`config.mk`:
```
export PLATFORM = sky130hd
export DESIGN_NAME = alu_result_stage
export DESIGN_NICKNAME = d
export VERILOG_FILES = /design/src/rtl/alu_result_stage.sv
export SDC_FILE = /design/constraint.sdc
export NUM_CORES = 1
export LEC_CHECK = 0
export CAP_MARGIN = 10
export CELL_PAD_IN_SITES_DETAIL_PLACEMENT = 1
export CELL_PAD_IN_SITES_GLOBAL_PLACEMENT = 1
export CORE_ASPECT_RATIO = 0.5
export CORE_MARGIN = 4
export CORE_UTILIZATION = 37
export CTS_CLUSTER_DIAMETER = 200
export CTS_CLUSTER_SIZE = 20
export DETAILED_ROUTE_END_ITERATION = 8
export PLACE_DENSITY = 0.81
export SYNTH_ARGS = -nofsm -noshare
export SYNTH_HDL_FRONTEND = slang
export SYNTH_SLANG_ARGS = --single-unit
```
`constraint.sdc`:
```
create_clock -name clk -period 2.6 [get_ports clk]
set_input_delay 0.39 -clock clk [delete_from_list [all_inputs] [get_ports clk]]
set_output_delay 0.39 -clock clk [all_outputs]
set_load 0.01 [all_outputs]
```
`src/rtl/alu_result_stage.sv`:
```
// Registered ALU result stage with a 2-entry skid buffer and capture-time flags.
// Optional parity output enabled by defining ALU_RESULT_STAGE_PARITY_EN.
module alu_result_stage #(
  parameter int WIDTH = 8
) (
  input  logic             clk,
  input  logic             rst,
  input  logic             flush,
  input  logic             in_valid,
  output logic             in_ready,
  input  logic [WIDTH-1:0] in_result,
  input  logic             in_carry,
  output logic             out_valid,
  input  logic             out_ready,
  output logic [WIDTH-1:0] out_result,
  output logic             out_zero,
  output logic             out_neg,
`ifdef ALU_RESULT_STAGE_PARITY_EN
  output logic             out_parity,
`endif
  output logic             out_carry
);

  localparam logic [1:0] EMPTY = 2'd0;
  localparam logic [1:0] BUSY  = 2'd1;
  localparam logic [1:0] FULL  = 2'd2;

  typedef struct packed {
    logic [WIDTH-1:0] result;
    logic             zero;
    logic             neg;
`ifdef ALU_RESULT_STAGE_PARITY_EN
    logic             parity;
`endif
    logic             carry;
  } entry_t;

  logic [1:0] state_q;
  logic [1:0] state_n;
  logic       in_ready_q;
  entry_t     m_q;
  entry_t     s_q;
  entry_t     in_entry;
  logic       in_fire;
  logic       out_fire;
  logic       load_m_in;
  logic       load_m_s;
  logic       load_s;

  // Flags come from the live input so stored data never feeds them.
  always_comb begin
    in_entry        = '0;
    in_entry.result = in_result;
    in_entry.zero   = ~|in_result;
    in_entry.neg    = in_result[WIDTH-1];
`ifdef ALU_RESULT_STAGE_PARITY_EN
    in_entry.parity = ^in_result;
`endif
    in_entry.carry  = in_carry;
  end

  assign in_fire  = in_valid & in_ready_q;
  assign out_fire = out_valid & out_ready;

  always_comb begin
    state_n   = state_q;
    load_m_in = 1'b0;
    load_m_s  = 1'b0;
    load_s    = 1'b0;
    unique case (state_q)
      EMPTY: begin
        if (in_fire) begin
          load_m_in = 1'b1;
          state_n   = BUSY;
        end
      end
      BUSY: begin
        if (in_fire && out_fire) begin
          load_m_in = 1'b1;
        end else if (in_fire) begin
          load_s  = 1'b1;
          state_n = FULL;
        end else if (out_fire) begin
          state_n = EMPTY;
        end
      end
      FULL: begin
        if (out_fire) begin
          load_m_s = 1'b1;
          state_n  = BUSY;
        end
      end
      default: state_n = EMPTY;
    endcase
    if (flush) begin
      state_n   = EMPTY;
      load_m_in = 1'b0;
      load_m_s  = 1'b0;
      load_s    = 1'b0;
    end
  end

  always_ff @(posedge clk) begin
    if (rst) begin
      state_q    <= EMPTY;
      in_ready_q <= 1'b1;
      m_q        <= '0;
      s_q        <= '0;
    end else begin
      state_q    <= state_n;
      in_ready_q <= (state_n != FULL);
      if (load_m_in) m_q <= in_entry;
      else if (load_m_s) m_q <= s_q;
      if (load_s) s_q <= in_entry;
    end
  end

  assign in_ready   = in_ready_q;
  assign out_valid  = (state_q != EMPTY);
  assign out_result = m_q.result;
  assign out_zero   = m_q.zero;
  assign out_neg    = m_q.neg;
  assign out_carry  = m_q.carry;
`ifdef ALU_RESULT_STAGE_PARITY_EN
  assign out_parity = m_q.parity;
`endif

endmodule

```
==> flow_summary.yaml <==
clocking:
  post-cts-setup-buffer-count: 0
  clkSinkCount: 23
  clock_latency_ns: 0.27
  cts_tree: "yes"
  cts_buffers: 3
  path_clk_slew_ns: 0.09
  cts-root-buf: "clkbuf_8"
  htreeDepth: 1
  cts_resized: 0
  holdBufCountCts: 0
  cts_buffer_depth: 2
global_route:
  antenna_found_initial: 0
  grt_use_total: 0.166
  grt_max_degree: 24
  grt_overflow: 0
  grt_pass1_wl_um: 4620
  first_global_vias: 953
critical_path:
  crit_family: "simple AND/OR/NAND/NOR gates"
  arrival_ns: 2.00
  r2r_end: "out_carry"
  start_kind: "input port"
  reg2reg_setup_slack_ns: 1.07
  crit_type: "input port to flip-flop"
  crit_buf_inv: 1
  end_kind: "flip-flop"
  rr_worst_depth: 3
  crit_required_ns: 2.78
  r2r_start: "state_q[1]"
  cp_max_fo: 11
  crit_chain: "clkdlybuf4s50_1, and4bb_2, nand2_1, a211oi_1"
  slowest_delay_ns: 0.50
  cp_slowest_cell: "and4bb_2"
yosys:
  synthXorXnorAreaFrac: 0.00852
  synth_top_family_by_area: "simple AND/OR/NAND/NOR gates"
  synthMuxAreaShare: 0.0876
  syn_area_um2: 1030
  yosys_register_bits: 23
  ys_warn_count: 0
  synthCells: 113
  synthesis.area_per_instance_um2: 9.10
  ys_seq_area_frac: 0.448
  yosysUniqueCellTypes: 27
  syn_nets: 127
  synthAdderAreaFrac: 0
  synthSimpleGateAreaFrac: 0.200
  synth_compound_area_frac: 0.198
placement:
  gp_congestion: 0.780
  placedCellCount: 171
  portBuffers: 26
  dp_hpwl_um: 1930
  dp_worst_setup_slack_ns: 0.496
min_path:
  whs_endpoint: "s_q[0]"
  hold_start: "s_q[0]"
  hold_path.class: "flip-flop to flip-flop"
  min_path_cells: 2
power_and_ir_drop:
  ir_drop_mv: 0.339
  power_density_nw_per_um2: 515
  power_leakage_nw: 0.436
timing:
  setup_viol: 0
  min_period_ns: 1.83
  finalHoldViolCount: 0
  slew_violations: 0
  max_slew_margin: 0.735
  fmax_mhz: 547
  finalCritPeriodShare: 0.703
  setup_slack_ns: 0.773
  worst_slew_pin_slew_ns: 0.394
  rsz0062_at_grt: "no"
  final.setup_skew_ns: 0.00813
  fin_setup_tns_ns: 0
  whs_ns: 0.481
die:
  fp-row-count: 13
  fp.dieW_um: 82.6
  die_h_um: 45.3
  initial_core_util: 0.393
  coreArea_um2: 2620
  design.die.area_um2: 3740
  ios: 27
route:
  drtIter0Drc: 53
  drt-total-wl_um: 2690
  vias_per_cell: 5.39
  ant_nets: 0
  drc: 0
  first_pass_iters: 4
  vias: 943
  wl_per_cell_um: 15.4
finish:
  stdcell_count: 175
  final_core_util: 0.522
  fillers: 307
  nets: 153
  syn_to_final_growth_pct: 32.8
  post_route_cells_drive_above_1_share: 0.0797
  n_antenna_cell: 0
job:
  maxCapViolCount: 0
run_status:
  status: "complete, no violations"
[kinds of logic after synthesis]
logic type / Yosys count
AOI/OAI and AO/OA: 34
buffers and inverters: 12
muxes: 9
DFF: 23
and+or+nand+nor: 34
xor gates and xnor gates: 1
[cells in the final DEF (no fill, tap or decap), types with 2 or more instances in the layout]
cell / instances
nor3_1: 9
nor4_1: 3
dfxtp_1: 23
nand3_1: 9
a211oi_1: 10
a21oi_1: 12
buf_4: 5
nand2_1: 4
o21ai_0: 8
o21ai_1: 2
clkbuf_8: 3
inv_1: 2
mux2i_1: 9
clkdlybuf4s50_1: 26
[synthesized netlist by cell type (all sizes together)]
cell type   n  share of area
dfxtp      23           0.45
a21oi      12          0.058
a211oi     10          0.073
o21ai      10          0.049
mux2i       9          0.088
nand3       9          0.044
nor3        9          0.044
buf         5          0.033
clkbuf      5          0.018
nand2       4          0.015
nor4        3          0.018
and4bb      2          0.024
inv         2         0.0073
nand2b      2          0.015
a2111oi     1         0.0097
a311oi      1         0.0085
and4b       1         0.0097
nand4       1         0.0061
nand4bb     1          0.011
nor2b       1         0.0061
or4         1         0.0073
xnor2       1         0.0085
[worst max-delay path by stage]
stage                     start         to  slack [ns]  cells after the start
after floorplan           flush  out_carry        1.40                      4
after global placement    flush   out_zero        0.59                      4
after detailed placement  flush  out_carry        0.50                      4
after CTS                 flush  out_carry        0.78                      4
after global routing      flush   out_zero        0.67                      4
final                     flush  out_carry        0.77                      4
[sequential cells by signal, indices dropped and copies added, names as in the netlist]
register and cells:
state_q 2, in_ready 1, out_carry 1, out_result 8, out_zero 1, s_q 10
[worst reg2reg max path: stages, from the launching register on]
cell and delay (ns):
dfxtp_1 0.35, and4bb_2 0.47, nand2_1 0.30, a211oi_1 0.32
[per-layer routing]
layer	track usage	up-vias	wire length, um
met3	0.0438	2	85
met4	0.0293	0	25
met2	0.275	14	1310
li1	-	472	-
met5	0	-	0
met1	0.222	455	1270
[power breakdown]
group / total [mW] / switching (mW) / internal [mW]
Combinational: 0.109 / 0.0517 / 0.0571
Sequential: 0.372 / 0.00706 / 0.365
Clock: 0.223 / 0.116 / 0.107
Total: 0.704 / 0.175 / 0.529
[layout make-up]
cell class | instances | area, um^2 | share of cell area
multi-input cells | 78 | 508 | 0.372
flip-flops and latches | 23 | 460 | 0.337
repair buffers | 31 | 298 | 0.218
well taps | 37 | 46.3 | 0.0339
clock buffers | 3 | 41.3 | 0.0302
inverters | 2 | 7.51 | 0.00549
clock inverters | 1 | 5.00 | 0.00366
[stage by stage]
| step | cell area, um^2 | power (mW) |
|---|---|---|
| floorplan | 1030 | 0.427 |
| global placement | 1320 | 0.487 |
| detailed placement | 1320 | 0.489 |
| CTS | 1370 | 0.710 |
| global route | 1370 | 0.741 |
| finish | 1370 | 0.704 |
Power figures use the tool's default switching activity.
==> variant (same flow settings) <==
Reset style: asynchronous (`rst`), changed in one clocked block.
--- a/src/rtl/alu_result_stage.sv
+++ b/src/rtl/alu_result_stage.sv
@@ -101,5 +101,5 @@
   end
 
-  always_ff @(posedge clk) begin
+  always_ff @(posedge clk or posedge rst) begin
     if (rst) begin
       state_q    <= EMPTY;
Behaviour: differs if rst is asserted again (counterexample within 4 cycles, from zero or initial values and one cycle with rst high); with rst held inactive, the same outputs for 10 cycles.
==> variant against the original RTL <==
  * Largest cell class is now registers
  * Worst setup slack better by 0.046 ns
  * Critical path depth is 2 lower
  * Highest routed layer unchanged
  * Register-to-register slack worse by 0.15 ns
  * Routed wire length is 17% lower
  * Non-clock buffer count is 3 lower
  * Design area is 1.6% higher
  * Core utilization is 0.16 points lower
  * Synthesized area is 3.3% higher
  * Sequential cell count stayed put
Power is not compared: it rests on default switching activity, and its combinational part moved more than twofold at a synthesized area within 25%.
==> variant: results (changes against the original RTL) <==
- Worst R2R End: s_q[10]$_DFFE_PP0P_
- Complex-gate fraction of the synthesized area: 6.478% (-13 points)
- Worst setup SP type: register
- Mapped Nets: 101 (-20%)
- WHS: 0.4613 ns (-0.01995 ns)
- Outcome: finished, final reports clean
- Final net count: 129 (-16%)
- Critical R2R Launch: in_ready$_DFF_PP1_
- Worst slack, placed: 0.6035 ns (+0.1075 ns)
- Synth unique cells: 23 (-15%)
- XOR/XNOR Fraction of Synth Area: 0.8245% (-0.027 points)
- Vias: 736 (-22%)
- # fillers: 302 (-1.6%)
- Sequential share of the synthesized area: 54.30% (+9.5 points)
- R2R setup slack: 0.92 ns (-0.15 ns)
- Initial DRC count: 30 (-43%)
- Crit path from: state_q[1]$_DFF_PP0_
- Worst hold path class: in -> async
- Crit-path max cell delay: 0.48 ns (-0.02 ns)
- WP data arrival: 1.39 ns (-0.61 ns)
- Number of global-route vias before repair: 740 (-22%)
- Total track usage: 12.62% (-4.0 points)
- Synth top area cells: dfrtp_1 (52%), mux2_4 (11%), mux2i_1 (9.4%), o21ai_1 (5.7%), nand2_1 (4.6%)
- First-pass GRT wire length: 3636 um (-21%)
- CP max-delay cell: clkdlybuf4s50_1
- Avg Cell Area, Syn: 12.21 um2 (+34%)
- Mux share of post-synthesis cell area: 21.79% (+13 points)
- Max_slew headroom: 59.86% (-14 points)
- Vias/cell: 4.874 (-9.5%)
variant: layer usage:
metal,global-route usage (%),vias up,share of wire [%]
li1,-,356,-
met1,16.92,364,50
met2,20.22,14,46
met3,4.152,2,3.6
met4,2.885,0,0.18
met5,0,-,0
variant: critical path: cells and delay by family (launching register included):
family / cells / cell delay [ns]
buffers and inverters: 1 / 0.48
flip-flops: 1 / 0.43
AND/OR/NAND/NOR: 1 / 0.22
variant: power by group:
| part | leakage [uW] | switching [uW] | internal [uW] | total, uW |
|---|---|---|---|---|
| logic | 0.000291 | 79.2 | 146 | 226 |
| registers | 0.000288 | 41.7 | 429 | 471 |
| clock network | 0.0000228 | 108 | 109 | 217 |
| total | 0.000601 | 229 | 684 | 913 |
variant: final cells by class:
cell class	instances	area (um2)	share of cell area (%)
multi-input combinational	57	436.7	31.47
sequential	23	576.8	41.57
timing repair buffer	28	275.3	19.84
tap	37	46.29	3.336
inverter	2	7.507	0.5410
clock buffer	4	45.04	3.246
